<file path="config.mk">
export PLATFORM = sky130hd
export DESIGN_NAME = rr_decode_arbiter
export DESIGN_NICKNAME = d
export VERILOG_FILES = /design/src/rtl/rr_decode_pkg.sv /design/src/rtl/rr_pick.sv /design/src/rtl/rr_decode_arbiter.sv
export SDC_FILE = /design/constraint.sdc
export NUM_CORES = 1
export LEC_CHECK = 0
export CORE_ASPECT_RATIO = 1.1
export CORE_MARGIN = 1
export CORE_UTILIZATION = 44
export CTS_BUF_LIST = sky130_fd_sc_hd__clkbuf_8 sky130_fd_sc_hd__clkbuf_16
export CTS_CLUSTER_SIZE = 8
export DETAILED_ROUTE_END_ITERATION = 10
export PLACE_DENSITY = 0.75
export SETUP_SLACK_MARGIN = 0.1
export SLEW_MARGIN = 20
export SYNTH_ARGS = -nofsm -noshare
export SYNTH_HDL_FRONTEND = slang
export SYNTH_HIERARCHICAL = 1
export SYNTH_SLANG_ARGS = --single-unit
</file>
<file path="constraint.sdc">
create_clock -name clk -period 2.2 [get_ports clk]
set_clock_uncertainty 0.2 [all_clocks]
set_input_delay 0.66 -clock clk [delete_from_list [all_inputs] [get_ports clk]]
set_output_delay 0.66 -clock clk [all_outputs]
set_load 0.05 [all_outputs]
</file>
<file path="src/rtl/rr_decode_pkg.sv">
// rr_decode_pkg: shared types and helpers for the round-robin decode arbiter.
//   state_t  : arbiter FSM states {IDLE, GRANT, BUSY}
//   decode   : valid-gated one-hot decode (inactive bits 0, selected bit = value)
//   wrap_inc : x+1 modulo m, wrapping m-1 back to 0
package rr_decode_pkg;

  // Widest requester vector the helpers support; callers size-cast the result.
  localparam int unsigned MAX_M = 32;
  localparam int unsigned SELW  = $clog2(MAX_M);

  typedef enum logic [1:0] {
    IDLE,
    GRANT,
    BUSY
  } state_t;

  function automatic logic [MAX_M-1:0] decode(input logic [SELW-1:0] sel,
                                              input logic            valid,
                                              input logic            value);
    logic [MAX_M-1:0] oh;
    oh = '0;
    if (valid) oh[sel] = value;
    return oh;
  endfunction

  function automatic int unsigned wrap_inc(input int unsigned x,
                                           input int unsigned m);
    return (x + 32'd1 >= m) ? 32'd0 : x + 32'd1;
  endfunction

endpackage

</file>
<file path="src/rtl/rr_pick.sv">
// rr_pick: combinational rotating-priority picker.
//   req   [M-1:0] : request vector
//   ptr   [N-1:0] : highest-priority index (always < M)
//   found         : at least one request is set
//   idx   [N-1:0] : first set request searching upward from ptr, wrapping M-1 -> 0
module rr_pick #(
  parameter int unsigned N = 2,
  parameter int unsigned M = 4
) (
  input  logic [M-1:0] req,
  input  logic [N-1:0] ptr,
  output logic         found,
  output logic [N-1:0] idx
);

  logic [N:0] cand;

  always_comb begin
    found = 1'b0;
    idx   = '0;
    cand  = '0;
    for (int unsigned i = 0; i < M; i++) begin
      // ptr < M and i < M, so one conditional subtract is a full modulo.
      cand = {1'b0, ptr} + (N+1)'(i);
      if (cand >= (N+1)'(M)) cand = cand - (N+1)'(M);
      if (!found && req[cand[N-1:0]]) begin
        found = 1'b1;
        idx   = cand[N-1:0];
      end
    end
  end

endmodule

</file>
<file path="src/rtl/rr_decode_arbiter.sv">
// rr_decode_arbiter: round-robin scheduler sharing one resource among M
// requesters, with a registered one-hot grant held through ack/done.
//   clk, rst_n : clock (rising edge), asynchronous active-low reset
//   req [M-1:0]: request levels
//   ack        : resource accepts the current grant (GRANT -> BUSY)
//   done       : resource finished (BUSY -> IDLE), single-cycle pulse
//   gnt [M-1:0]: registered one-hot grant, zero when idle
//   gnt_idx    : index of current or most recent grantee
//   busy       : resource owned (BUSY state)
//   tmo_err    : busy-timeout pulse
// Optional feature macro: RR_DECODE_ARBITER_TIMEOUT_EN enables the TMO-cycle
// busy timeout; without it tmo_err is tied low and BUSY waits for done.
module rr_decode_arbiter
  import rr_decode_pkg::*;
#(
  parameter int unsigned N   = 2,
  parameter int unsigned M   = 4,
  parameter int unsigned TMO = 16
) (
  input  logic         clk,
  input  logic         rst_n,
  input  logic [M-1:0] req,
  input  logic         ack,
  input  logic         done,
  output logic [M-1:0] gnt,
  output logic [N-1:0] gnt_idx,
  output logic         busy,
  output logic         tmo_err
);

  state_t       state_q, state_d;
  logic [N-1:0] sel_q, sel_d;
  logic [N-1:0] ptr_q, ptr_d;
  logic [M-1:0] gnt_q, gnt_d;
  logic         busy_q, busy_d;
  logic         pend_q, pend_d;
  logic         found;
  logic [N-1:0] pick_idx;
  logic [N-1:0] ptr_nxt;

`ifdef RR_DECODE_ARBITER_TIMEOUT_EN
  localparam int unsigned CW = (TMO > 2) ? $clog2(TMO) : 1;
  logic [CW-1:0] cnt_q, cnt_d;
  logic          tmo_q, tmo_d;
  logic          tmo_hit;
  assign tmo_hit = (cnt_q == CW'(TMO - 1));
`endif

  rr_pick #(
    .N(N),
    .M(M)
  ) u_pick (
    .req  (req),
    .ptr  (ptr_q),
    .found(found),
    .idx  (pick_idx)
  );

  assign ptr_nxt = N'(wrap_inc(32'(sel_q), M));

  // IDLE is split in two cycles by pend_q: the first registers the pick into
  // sel, the second registers the decoded grant from sel. This keeps the
  // decode off the picker path and guarantees a gap cycle between grants.
  always_comb begin
    state_d = state_q;
    sel_d   = sel_q;
    ptr_d   = ptr_q;
    gnt_d   = gnt_q;
    busy_d  = busy_q;
    pend_d  = 1'b0;
`ifdef RR_DECODE_ARBITER_TIMEOUT_EN
    cnt_d   = cnt_q;
    tmo_d   = 1'b0;
`endif
    unique case (state_q)
      IDLE: begin
        if (pend_q) begin
          gnt_d   = M'(decode(SELW'(sel_q), 1'b1, 1'b1));
          state_d = GRANT;
        end else if (found) begin
          sel_d  = pick_idx;
          pend_d = 1'b1;
        end
      end
      GRANT: begin
        if (ack) begin
          state_d = BUSY;
          busy_d  = 1'b1;
`ifdef RR_DECODE_ARBITER_TIMEOUT_EN
          cnt_d   = '0;
`endif
        end else if (!req[sel_q]) begin
          state_d = IDLE;
          gnt_d   = '0;
          ptr_d   = ptr_nxt;
        end
      end
      BUSY: begin
        if (done) begin
          state_d = IDLE;
          gnt_d   = '0;
          busy_d  = 1'b0;
          ptr_d   = ptr_nxt;
        end
`ifdef RR_DECODE_ARBITER_TIMEOUT_EN
        else if (tmo_hit) begin
          state_d = IDLE;
          gnt_d   = '0;
          busy_d  = 1'b0;
          ptr_d   = ptr_nxt;
          tmo_d   = 1'b1;
        end else begin
          cnt_d = cnt_q + CW'(1);
        end
`endif
      end
      default: state_d = IDLE;
    endcase
  end

  always_ff @(posedge clk or negedge rst_n) begin
    if (!rst_n) begin
      state_q <= IDLE;
      sel_q   <= '0;
      ptr_q   <= '0;
      gnt_q   <= '0;
      busy_q  <= 1'b0;
      pend_q  <= 1'b0;
`ifdef RR_DECODE_ARBITER_TIMEOUT_EN
      cnt_q   <= '0;
      tmo_q   <= 1'b0;
`endif
    end else begin
      state_q <= state_d;
      sel_q   <= sel_d;
      ptr_q   <= ptr_d;
      gnt_q   <= gnt_d;
      busy_q  <= busy_d;
      pend_q  <= pend_d;
`ifdef RR_DECODE_ARBITER_TIMEOUT_EN
      cnt_q   <= cnt_d;
      tmo_q   <= tmo_d;
`endif
    end
  end

  assign gnt     = gnt_q;
  assign gnt_idx = sel_q;
  assign busy    = busy_q;
`ifdef RR_DECODE_ARBITER_TIMEOUT_EN
  assign tmo_err = tmo_q;
`else
  assign tmo_err = 1'b0;
`endif

endmodule

</file>
# After elaboration in Yosys (flattened, before gate mapping)
# Cells that the tools add are included.
[classes]
n_addsub = 8
magnitude_cmp = 12
n_eq_ne = 8
mux = 45
n_bitwise = 1
n_reduce_logical = 15
[ops]
columns = ["op", "count"]
rows = [
  ["2-to-1 mux 2 bit", 16],
  ["2-to-1 mux 4 bit", 4],
  ["less-than comparator 2 x 3 -> 1 bit, second input constant", 5],
  ["2-to-1 mux 1 bit", 15],
  [">= comparator 3 bit, second input constant", 4],
  ["case mux 4 bit (3 select lines)", 1],
  ["binary-select mux 1 bit (select 2 bit)", 5],
  ["!= test 2 bit, second input constant", 5],
  ["AND reduction 3 bit", 3],
  ["subtractor 2 x 1 -> 2 bit, second input constant", 4],
  ["adder 2 x 1 -> 3 bit, second input constant", 2],
  ["adder 2 x 2 -> 3 bit, second input constant", 2],
  ["less-than comparator 2 x 6 -> 1 bit, second input constant", 1],
  ["case mux 2 bit (3 select lines)", 1],
  ["AND reduction 5 bit", 1],
  ["logical AND 1 bit", 4],
  ["case mux 2 bit (2 select lines)", 1],
  ["AND reduction 4 bit", 1],
  [">= comparator 2 x 3 -> 1 bit, second input constant", 1],
  ["zero test 1 bit", 3],
  ["!= test 3 bit, second input constant", 1],
  ["nonzero test 3 bit", 1],
  ["demux 1 bit (select 2 bit)", 1],
  ["equality test 2 x 1 -> 1 bit, second input constant", 1],
  ["other kinds (6)", 6],
]
[totals]
register_bits = 12
in_bits = 8
out_inout_bits = 8
elab_cells = 95

# Logic depth before layout (Yosys ltp)
[logic_depth]
ltp_word = 17
ltp_mapped = 6
mapped_depth_nobuf = 6

# By module
# Netlist, hierarchy kept.
[modules_own_cells]
columns = ["mod", "instances", "cells_each", "area_each_um2", "seq_area_each_um2"]
rows = [
  ["rr_decode_arbiter", 1, 61, 693.2, 300.3],
  ["rr_pick", 1, 15, 77.6, 0.0],
]

# Least setup slack after synthesis
# No wires, ideal clock.
[synth_timing]
kind = "register -> register"
start = "reg sel_q[0], in the netlist gnt_idx[0]"
end = "reg gnt_q[0], in the netlist gnt[0]"
setup_time_ns = 0.125
arrival_ns = 2.162
t_required_ns = 1.875
path_slack_ns = -0.287
stages_incl_launch_ff = 5
n_path_buf = 0
period_less_slack_ns = 2.487
cell_sequence = "dfrtp_1 mux4_2 o21ai_2 or3b_4 mux2_4"
[synth_between]
elab_chain_len = 6
word_cells_on_any_way = 11
cone_classes = "2 x order compare; 1 x eq/ne; 6 x mux; 2 x reduce/logical"
[synth_rtl]
columns = ["element", "line", "text"]
rows = [
  ["start, declared", "rr_decode_arbiter.sv:32", "logic [N-1:0] sel_q, sel_d;"],
  ["start signal, assigned", "rr_decode_arbiter.sv:135", "sel_q <= sel_d;"],
  ["less-than comparator 2 x 6 -> 1 bit (implied by the code) / >= comparator 2 x 1 -> 1 bit (equally long branches)", "rr_decode_pkg.sv:22", "if (valid) oh[sel] = value;"],
  ["logical AND 1 bit (implied by the code)", "rr_decode_pkg.sv:22", ""],
  ["2-to-1 mux 1 bit (implied by the code)", "rr_decode_pkg.sv:22", ""],
  ["demux 1 bit (select 2 bit)", "rr_decode_pkg.sv:22", ""],
  ["2-to-1 mux 4 bit", "rr_decode_arbiter.sv:77", "if (pend_q) begin"],
  ["case mux 4 bit (3 select lines)", "rr_decode_arbiter.sv:75", "unique case (state_q)"],
  ["end signal, assigned", "rr_decode_arbiter.sv:137", "gnt_q <= gnt_d;"],
  ["end, declared", "rr_decode_arbiter.sv:34", "logic [M-1:0] gnt_q, gnt_d;"],
]
# Several ways; a longest one is shown, not always the timed one. The select of a mux whose other input is x is not followed.
# A chain may end at the register's enable or synchronous reset.

# Final worst setup path
[layout_timing]
start = "in req[3]"
end = "reg gnt_q[3], in the netlist gnt[3]"
[layout_between]
elab_chain_len = 4
[layout_rtl]
columns = ["element", "line", "text"]
rows = [
  ["start, declared", "rr_decode_arbiter.sv:22", "input logic [M-1:0] req,"],
  ["binary-select mux 1 bit (select 2 bit)", "rr_decode_arbiter.sv:92", "end else if (!req[sel_q]) begin"],
  ["2-to-1 mux 1 bit (implied by the code)", "rr_decode_arbiter.sv:92", ""],
  ["!= test 2 bit (no line)", "-", ""],
  ["AND reduction 5 bit (no line)", "-", ""],
]
# Every way passes these cells. The select of a mux whose other input is x is not followed.

==> impl_metrics.toml <==
[cts]
h-tree-depth = 1
clk_path_buf_depth = 2
clkLatencyLatePin_ns = 0.24
cts_made_buffers = 3
clkSlewWorstSetupHoldPaths_ns = 0.05
cts.sinks = 12
cts_tree = "done"
clock-root-buffer = "clkbuf_8"

[yosys]
synth_top_area_share_pct = 38.96
synthAdderAreaFrac_pct = 11.36
netlist_area_um2 = 770.7
avgSynthCellArea_um2 = 10.14
synth_top_area_cell = "dfrtp_1"
synth-compound-area-share_pct = 12.18
synthMuxAreaShare_pct = 17.86
synthXorXnorAreaFrac_pct = 0
synthSimpleGateAreaFrac_pct = 11.36
netlist_instances = 76
ys_ff_latch = 12
ys_seq_area_share_pct = 38.96
synthTopCellsByArea = "dfrtp_1 39%, ha_1 11%, mux2_4 7.8%, inv_1 6.3%, mux2_2 5.8%"
yosys.cell_types.count = 26
syn_nets = 91
synth_top_family_by_area = "multiplexers"
yosysWarnings = 6

[drt]
drt_iter0_markers = 9
via_per_inst = 5.192
drtPass1Iterations = 4
routedWlPerCell_um = 12.98
ant_nets = 0
route.vias.total = 623
drt-total-wl_mm = 1.558
drc_errors = 0

[hold_path]
hold_depth = 2
holdPathEnd = "busy"
min_path_type = "flop to flop"
hp-start = "busy"

[sta]
fmax_mhz = 457.9
finalHoldViolCount = 0
finalMaxSlewViolations = 0
relSlewSlack_pct = 63.51
finalWorstSetupSlack_ns = 0.01627
min_period_ns = 2.184
worst_pin_slew_ns = 0.5457
post-route-period-util_pct = 99.26
holdWs_ns = 0.3167
setup_viol = 0
rsz0062_at_grt = "yes"

[placed_design]
place_ws_ns = -0.5927
globalplace.congestion = 0.8334
dp_cells = 116
io_buffers = 14
dpl_cell_area_um2 = 1008
dp_hpwl_mm = 1.241

[grt]
antenna_found_initial = 0
grt_pass1_wl_mm = 2.725
grt_pass1_vias = 672
grt-ovfl-total = 0
gr-usage-all-layers_pct = 19.17
grt_max_degree = 13

[floorplanning]
die_h_um = 45.90
io_pins = 16
std_cell_rows = 15
design.core.area_um2 = 1595
dieWidth_um = 41.91
die_area_um2 = 1923
initial_core_util_pct = 48.31

[power]
ir_drop_mv = 0.7689
power_density_nw_per_um2 = 1514
p_total_uw = 1617
p_leak_uw = 0.0005433

[setup_path]
crit_start = "req[3]"
reg2reg_to = "gnt[3]"
rrSetupSlack_ns = 0.11
rr_worst_depth = 4
cp-end-kind = "flop"
startpoint_type = "primary input"
cp_data_arrival_time_ns = 2.11
r2r_start = "gnt_idx[0]"
critPathKind = "primary input to flop"
path_max_fanout = 4
worst_ep_required_time_ns = 2.13

[layout]
areaGrowthSynthToFinish_pct = 38.64
postLayoutCellArea_um2 = 1069
stdcell_count = 120
num_antenna_cells = 0
finalNetCount = 119
n_fill_cell = 122
drive_gt1_share_pct = 36.89

[run_status]
status = "finished, final reports clean"

[run]
max-cap-violations = 0
## kinds of logic after synthesis
family / after synthesis
other cells: 1
mux: 10
fa+ha+maj: 7
compound gates: 15
flops: 12
buf+inv: 15
simple gates: 16
## layer usage
metal	up-vias	wire (um)	part of all wire [%]	GRT usage [%]
li1	311	-	-	-
met1	294	642	41	19.95
met2	14	833	53	38.75
met3	4	42	2.7	1.190
met4	0	40	2.6	10.32
met5	-	0	0	0
## power by group
part | internal [uW] | total [uW] | leakage (uW) | switching, uW
combinational | 485 | 990 | 0.000368 | 506
clock | 158 | 242 | 0.0000288 | 84.0
sequential | 317 | 385 | 0.000147 | 67.9
total | 960 | 1620 | 0.000543 | 657
## through the flow
step	TNS [ns]	util [%]
2_1_floorplan	-0.4738	-
3_3_place_gp	-3.071	63.22
3_5_place_dp	-3.345	63.22
4_1_cts	-0.03600	66.59
5_1_grt	-0.05632	66.98
6_report	0	66.98
## worst max-delay path, cell delays in order
cell and delay [ns]:
buf_6 0.09, mux4_2 0.47, o21ai_2 0.14, or3b_4 0.44
mux2_4 0.31
## synthesized netlist by cell type
master	number
inv_1	13
dfrtp_1	12
ha_1	7
a21oi_1	5
mux2_2	4
mux2_4	4
nand2_1	4
nor2b_1	4
o21ai_0	4
nand3_1	2
nor2_1	2
a221o_1	1
a31oi_1	1
buf_4	1
conb_1	1
inv_2	1
mux2i_1	1
mux4_2	1
nand2b_1	1
nand3b_1	1
nor3_1	1
o21ai_2	1
o221ai_1	1
o22ai_1	1
o311ai_0	1
or3b_4	1
## placed cells by master (no fill, tap or decap), types with 2 or more instances in the layout
master / Yosys / routed
a21oi_1: 5 / 5
buf_12: 0 / 2
buf_4: 1 / 15
buf_6: 0 / 4
clkbuf_8: 0 / 4
clkdlybuf4s50_1: 0 / 3
dfrtp_1: 12 / 11
ha_1: 7 / 7
inv_1: 13 / 13
mux2_2: 4 / 4
mux2_4: 4 / 4
nand2_1: 4 / 4
nand3_1: 2 / 2
nor2_1: 2 / 2
nor2b_1: 4 / 4
o21ai_0: 4 / 4
## flip-flops by register name (all words and copies together), names as in the netlist
signal   flops
ptr_q        2
gnt          4
pend_q       1
gnt_idx      2
state_q      2
busy         1
## timing repair
action | in CTS | in global routing
gates cloned | 0 | 0
gates resized for setup | 19 | 1
pin swaps | 1 | 1
setup endpoints to repair | 7 | 4
setup buffers | 0 | 0
hold buffers | 0 | 0
## worst max-delay path by stage
| stage | to | slack, ns | depth (start not counted) |
|---|---|---|---|
| 4_1_cts | gnt[3] | -0.01 | 5 |
| 5_1_grt | gnt[3] | -0.02 | 5 |
| 6_report | gnt[3] | 0.02 | 5 |
| 2_1_floorplan | gnt[0] | -0.12 | 4 |
| 3_3_place_gp | gnt[1] | -0.56 | 5 |
| 3_5_place_dp | gnt[3] | -0.59 | 5 |
## cell type report
class / count / area (um^2) / share of cell area (%)
repair buffers: 24 / 227.7 / 21.31
inverters: 14 / 52.55 / 4.918
flip-flops and latches: 12 / 301.5 / 28.22
well taps: 17 / 21.27 / 1.991
clock buffers: 4 / 55.05 / 5.152
multi-input cells: 49 / 410.4 / 38.41
Power figures use the tool's default switching activity.
